[config.mk]
export PLATFORM = sky130hd
export DESIGN_NAME = dcache_store_port
export DESIGN_NICKNAME = d
export VERILOG_FILES = /design/src/rtl/dcache_store_port_pkg.sv /design/src/rtl/dcache_array.sv /design/src/rtl/dcache_store_port.sv
export SDC_FILE = /design/constraint.sdc
export NUM_CORES = 1
export LEC_CHECK = 0
export BUFFER_PORTS_ARGS = -buffer_cell sky130_fd_sc_hd__buf_2
export CORE_MARGIN = 2
export CORE_UTILIZATION = 60
export DETAILED_ROUTE_END_ITERATION = 8
export PLACE_DENSITY = 0.82
export SYNTH_ARGS = -nofsm -noshare
export SYNTH_HDL_FRONTEND = slang
export SYNTH_SLANG_ARGS = --single-unit
export TNS_END_PERCENT = 100
[constraint.sdc]
create_clock -name clk -period 11.6 [get_ports clk]
set_clock_uncertainty 0.2 [all_clocks]
set_input_delay 1.16 -clock clk [delete_from_list [all_inputs] [get_ports clk]]
set_output_delay 1.16 -clock clk [all_outputs]
set_load 0.005 [all_outputs]
[src/rtl/dcache_store_port_pkg.sv]
// Shared data-cache constants, store size codes, FSM encoding and byte-lane helpers.
// Used by the store buffer, the store port and (later) the load path.
package dcache_store_port_pkg;

  localparam int DCACHE_LINES      = 4;
  localparam int DCACHE_LINE_BYTES = 16;

  localparam logic [1:0] SIZE_BYTE = 2'd0;
  localparam logic [1:0] SIZE_HALF = 2'd1;
  localparam logic [1:0] SIZE_WORD = 2'd2;

  typedef enum logic [2:0] {
    ST_IDLE   = 3'd0,
    ST_LOOKUP = 3'd1,
    ST_WB     = 3'd2,
    ST_REFILL = 3'd3,
    ST_WRITE  = 3'd4
  } dcache_state_t;

  // Size code 3 is not a legal store size and falls back to a full word.
  function automatic logic [3:0] store_byte_mask(input logic [1:0] size,
                                                 input logic [1:0] lo);
    logic [3:0] mask;
    case (size)
      SIZE_BYTE: mask = 4'b0001 << lo;
      SIZE_HALF: mask = lo[1] ? 4'b1100 : 4'b0011;
      default:   mask = 4'b1111;
    endcase
    return mask;
  endfunction

  function automatic logic [31:0] store_lane_data(input logic [1:0]  size,
                                                  input logic [31:0] value);
    logic [31:0] lanes;
    case (size)
      SIZE_BYTE: lanes = {4{value[7:0]}};
      SIZE_HALF: lanes = {2{value[15:0]}};
      default:   lanes = value;
    endcase
    return lanes;
  endfunction

endpackage

[src/rtl/dcache_array.sv]
// Direct-mapped tag/valid/dirty/data storage: one combinational read port and one
// write port that installs a whole line, writes a masked word, or clears dirty.
module dcache_array #(
  parameter int LINES      = 4,
  parameter int LINE_BYTES = 16,
  parameter int TAG_W      = 26,
  parameter int WORD_SIZE  = 32,
  localparam int LINE_BITS = 8 * LINE_BYTES,
  localparam int IDX_W     = $clog2(LINES),
  localparam int WSEL_W    = $clog2(LINE_BYTES / (WORD_SIZE / 8)),
  localparam int LANES     = WORD_SIZE / 8
) (
  input  logic                 clk,
  input  logic                 reset,
  input  logic [IDX_W-1:0]     rd_index,
  output logic                 rd_valid,
  output logic                 rd_dirty,
  output logic [TAG_W-1:0]     rd_tag,
  output logic [LINE_BITS-1:0] rd_line,
  input  logic [IDX_W-1:0]     wr_index,
  input  logic                 wr_line_en,
  input  logic [TAG_W-1:0]     wr_tag,
  input  logic [LINE_BITS-1:0] wr_line,
  input  logic                 wr_word_en,
  input  logic [WSEL_W-1:0]    wr_word_sel,
  input  logic [WORD_SIZE-1:0] wr_word,
  input  logic [LANES-1:0]     wr_word_mask,
  input  logic                 clr_dirty
);

  logic [LINES-1:0]     valid_q;
  logic [LINES-1:0]     dirty_q;
  logic [TAG_W-1:0]     tag_q  [LINES];
  logic [LINE_BITS-1:0] data_q [LINES];

  assign rd_valid = valid_q[rd_index];
  assign rd_dirty = dirty_q[rd_index];
  assign rd_tag   = tag_q[rd_index];
  assign rd_line  = data_q[rd_index];

  always_ff @(posedge clk) begin
    if (reset) begin
      valid_q <= '0;
      dirty_q <= '0;
    end else if (wr_line_en) begin
      valid_q[wr_index] <= 1'b1;
      dirty_q[wr_index] <= 1'b0;
    end else if (wr_word_en) begin
      dirty_q[wr_index] <= 1'b1;
    end else if (clr_dirty) begin
      dirty_q[wr_index] <= 1'b0;
    end
  end

  // Tags and line data carry no reset; valid bits gate their use.
  always_ff @(posedge clk) begin
    if (wr_line_en) begin
      tag_q[wr_index]  <= wr_tag;
      data_q[wr_index] <= wr_line;
    end else if (wr_word_en) begin
      for (int b = 0; b < LANES; b++) begin
        if (wr_word_mask[b])
          data_q[wr_index][int'(wr_word_sel) * WORD_SIZE + b * 8 +: 8] <= wr_word[b * 8 +: 8];
      end
    end
  end

endmodule

[src/rtl/dcache_store_port.sv]
// Store-side responder of the write-back, write-allocate data cache: one store at a
// time, dirty-victim writeback and line refill over the memory interface.
module dcache_store_port
  import dcache_store_port_pkg::*;
#(
  parameter int WORD_SIZE        = 32,
  parameter int WIDTH            = 32,
  parameter int SIZE_WRITE_WIDTH = 2,
  parameter int LINES            = DCACHE_LINES,
  parameter int LINE_BYTES       = DCACHE_LINE_BYTES,
  localparam int LINE_BITS       = 8 * LINE_BYTES
) (
  input  logic                        clk,
  input  logic                        reset,
  input  logic                        cache_wenable,
  input  logic [WIDTH-1:0]            cache_physical_address,
  input  logic [WORD_SIZE-1:0]        cache_store_value,
  input  logic [SIZE_WRITE_WIDTH-1:0] cache_store_size,
  output logic                        store_success,
  output logic                        busy,
  output logic                        mem_req,
  output logic                        mem_we,
  output logic [WIDTH-1:0]            mem_addr,
  output logic [LINE_BITS-1:0]        mem_wdata,
  input  logic                        mem_ready,
  input  logic [LINE_BITS-1:0]        mem_rdata
);

  localparam int OFF_W  = $clog2(LINE_BYTES);
  localparam int IDX_W  = $clog2(LINES);
  localparam int TAG_W  = WIDTH - OFF_W - IDX_W;
  localparam int WSEL_W = OFF_W - 2;

  dcache_state_t state_q, state_d;

  logic [WIDTH-1:0]            addr_q;
  logic [WORD_SIZE-1:0]        value_q;
  logic [SIZE_WRITE_WIDTH-1:0] size_q;

  logic [IDX_W-1:0]  req_index;
  logic [TAG_W-1:0]  req_tag;
  logic [WSEL_W-1:0] req_wsel;
  logic [1:0]        req_lo;

  assign req_lo    = addr_q[1:0];
  assign req_wsel  = addr_q[OFF_W-1:2];
  assign req_index = addr_q[OFF_W +: IDX_W];
  assign req_tag   = addr_q[WIDTH-1 -: TAG_W];

  logic                 rd_valid, rd_dirty, hit;
  logic [TAG_W-1:0]     rd_tag;
  logic [LINE_BITS-1:0] rd_line;
  logic                 wr_line_en, wr_word_en, clr_dirty;

  assign hit = rd_valid && (rd_tag == req_tag);

  always_ff @(posedge clk) begin
    if (reset) state_q <= ST_IDLE;
    else       state_q <= state_d;
  end

  // Request is captured once; everything after acceptance works from this copy.
  always_ff @(posedge clk) begin
    if (state_q == ST_IDLE && cache_wenable) begin
      addr_q  <= cache_physical_address;
      value_q <= cache_store_value;
      size_q  <= cache_store_size;
    end
  end

  always_comb begin
    state_d = state_q;
    case (state_q)
      ST_IDLE:   if (cache_wenable) state_d = ST_LOOKUP;
      ST_LOOKUP: begin
        if (hit)                       state_d = ST_WRITE;
        else if (rd_valid && rd_dirty) state_d = ST_WB;
        else                           state_d = ST_REFILL;
      end
      ST_WB:     if (mem_ready) state_d = ST_REFILL;
      ST_REFILL: if (mem_ready) state_d = ST_WRITE;
      ST_WRITE:  state_d = ST_IDLE;
      default:   state_d = ST_IDLE;
    endcase
  end

  // The victim tag and line stay put during WB, so the memory outputs are stable.
  always_comb begin
    store_success = 1'b0;
    busy          = (state_q != ST_IDLE);
    mem_req       = 1'b0;
    mem_we        = 1'b0;
    mem_addr      = '0;
    mem_wdata     = '0;
    wr_line_en    = 1'b0;
    wr_word_en    = 1'b0;
    clr_dirty     = 1'b0;
    case (state_q)
      ST_WB: begin
        mem_req   = 1'b1;
        mem_we    = 1'b1;
        mem_addr  = {rd_tag, req_index, {OFF_W{1'b0}}};
        mem_wdata = rd_line;
        clr_dirty = mem_ready;
      end
      ST_REFILL: begin
        mem_req    = 1'b1;
        mem_addr   = {req_tag, req_index, {OFF_W{1'b0}}};
        wr_line_en = mem_ready;
      end
      ST_WRITE: begin
        wr_word_en    = 1'b1;
        store_success = 1'b1;
      end
      default: ;
    endcase
  end

  dcache_array #(
    .LINES      (LINES),
    .LINE_BYTES (LINE_BYTES),
    .TAG_W      (TAG_W),
    .WORD_SIZE  (WORD_SIZE)
  ) u_array (
    .clk          (clk),
    .reset        (reset),
    .rd_index     (req_index),
    .rd_valid     (rd_valid),
    .rd_dirty     (rd_dirty),
    .rd_tag       (rd_tag),
    .rd_line      (rd_line),
    .wr_index     (req_index),
    .wr_line_en   (wr_line_en),
    .wr_tag       (req_tag),
    .wr_line      (mem_rdata),
    .wr_word_en   (wr_word_en),
    .wr_word_sel  (req_wsel),
    .wr_word      (store_lane_data(size_q, value_q)),
    .wr_word_mask (store_byte_mask(size_q, req_lo)),
    .clr_dirty    (clr_dirty)
  );

endmodule

==> out/qor.csv <==
metric;value;unit
yosys_most_used_dff;edfxtp_1;
critical_path_depth;4;
leakage;12.1;nW
final_util;70.5;%
fmax;200;MHz
dpl.hpwl;49700;µm
cts_made_buffers;69;
netlist_area;0.0293;mm²
synth-edff-count;682;
yosysTopAreaCell;edfxtp_1;
worstPathCellList;nor2_4, buf_4, and2_1, buf_2;
io_buffers;357;
multiInputGateArea;0.00801;mm²
drive_above_1_share;29.4;%
clkLatencyLatePin;0.60;ns
startpoint_type;register;
slowest_stage;nor2_4;
route.detailed.wl_per_inst;27.4;µm
first_pass_iters;7;
core_area;0.0479;mm²
path_clk_slew;0.06;ns
drtIter0Drc;1955;
grt_pass1_wl;109000;µm
layout-area-overhead-vs-synth;15.6;%
hold_depth;2;
cp_top_family;simple AND/OR/NAND/NOR gates;
ys_seq_area_share;70.9;%
synth_top_area_share;70.0;%
worstMarginPinSlew;1.39;ns
syn-mean-instance-area;16.6;µm²
ys_types;61;
post_cts_buffers;0;
num-fill-cells;2928;
ctsResizeCount;0;
cts_hold_buf;0;
synth_area_leaders;edfxtp_1, mux4_2, and2_1;
initial_utilization;61.0;%
worst_r2r_path_depth;3;
root_buffer;clkbuf_16;
vias;17789;
critPathKind;register to output pin;
powerDensity;199;mW/mm²
tritoncts;built;
maxSlewViolCount;0;
grt_overflow;0;
slew_headroom;7.56;%
hold_viol_final;0;
cts-htree-levels;3;
min_path_type;register to register;
ys_ff_latch;695;
ios;362;
clk_path_buf_depth;3;
arrival;3.63;ns
ys_warn_count;0;
gp_congestion;0.862;
ff_latch_area;0.0207;mm²
floorplan.rows;80;
drc;0;
worstSetupEndpointType;output pin;
antenna_left;0;
peakVddDrop;161;µV
cts.sinks;695;
power;6.75;mW
status;completed;
drt_wl_total;76500;µm
crit_buf_inv;2;
place_ws;7.20;ns
grt_pass1_vias;17517;
period_share;43.0;%
track_usage;30.0;%
hold_ws;0.275;ns
setup_viol;0;
worstPathRequired;10.24;ns
layout_setup_ws;6.61;ns
setup_tns;0;ns
vias_per_cell;6.38;
async_flop_share;0;%
nets;2306;
grt_start_max_net_pins;81;
rsz0062_at_grt;false;
cp_slowest_stage_delay;1.04;ns
die_x;225;µm
finalCriticalPeriod;4.99;ns
crit_fanout;80;
synthCells;1763;
die_h;225;µm
maxCapViolCount;0;
antenna_found_initial;26;
die_area;0.0505;mm²
## tightest hold or removal path, cell delays in order, from the launching register on
cell and delay [ns]:
dfxtp_1 0.32, nor2_1 0.05, nor2_1 0.07
## synthesized netlist by cell type (13+ instances only)
cell      instances
nand2_1         215
and2_1          142
mux2i_1          62
o31ai_1          96
o21ai_1          33
mux4_2          143
a21oi_1          46
clkbuf_1         70
buf_2            27
nor2_1           99
edfxtp_1        682
dfxtp_1          13
## state kept, by name (all words and copies together) (netlist names), named ones only
register / count
addr_q: 32
size_q: 2
state_q: 3
u_array.data_q: 512
u_array.tag_q: 104
u_array.valid_q: 4
value_q: 32
## report_power, final
part	switching (mW)	internal, mW	total, mW
Combinational	0.800	0.599	1.40
Sequential	0.176	2.92	3.09
Clock	0.908	1.35	2.25
Total	1.88	4.86	6.75
## cell families (layout without fill, tap and decap cells)
kind of cell	after synthesis	in the layout	share of synthesized area (%)
buffers and inverters	122	511	1.92
DFF	695	695	70.9
adders and majority gates	5	5	0.214
muxes	212	212	13.5
and+or+nand+nor	496	496	8.00
xor gates and xnor gates	18	18	0.616
other	1	22	0.0128
AOI/OAI and AO/OA	214	214	4.89
## stage by stage
stage | std cells | area (µm²)
floorplan | 1766 | 29300
global route | 2784 | 33800
detailed placement | 2647 | 31500
global placement | 2647 | 31500
finish | 2788 | 33800
CTS | 2770 | 33800
## worst paths after layout
kind	start	endpoint	slack [ns]
worst max-delay path	state_q[0]	mem_wdata[16]	6.61
worst min-delay path	u_array.valid_q[2]	u_array.valid_q[2]	0.28
worst max register to register	state_q[0]	u_array.data_q[3][121]	7.54
worst min register to register	u_array.valid_q[2]	u_array.valid_q[2]	0.28
## layout make-up
class | instances | area share [%]
diodes | 18 | 0.133
clock inverters | 32 | 1.09
repair buffers | 378 | 5.75
inverters | 10 | 0.111
multi-input cells | 949 | 23.7
well taps | 615 | 2.28
flip-flops and latches | 695 | 61.4
clock buffers | 91 | 5.60
## per-layer routing
layer	wire length, µm	GRT usage [%]	vias to the layer above
met5	109	0	-
met4	3180	14.3	16
met3	8500	7.18	197
met2	36400	46.0	1145
met1	28200	41.4	8879
li1	-	-	7552
## cell usage in the layout, fill, tap and decap left out, types with 4 or more instances in the layout
cell type	n
xnor2_1	11
nand3_1	7
a21oi_1	45
ha_1	5
xor2_1	4
conb_1	4
clkbuf_1	18
mux2i_1	62
edfxtp_1	682
nand2b_1	6
clkinv_1	18
buf_2	357
dfxtp_1	10
diode_2	18
o22ai_1	4
and2_1	142
clkbuf_16	73
nand2_1	215
nand3b_1	8
bufinv_16	9
clkinv_2	4
o21ai_1	33
inv_1	7
a31oi_1	5
buf_4	21
o31ai_1	96
nor2_1	93
mux4_2	143
Note: power is estimated with default switching activity, not from simulation.
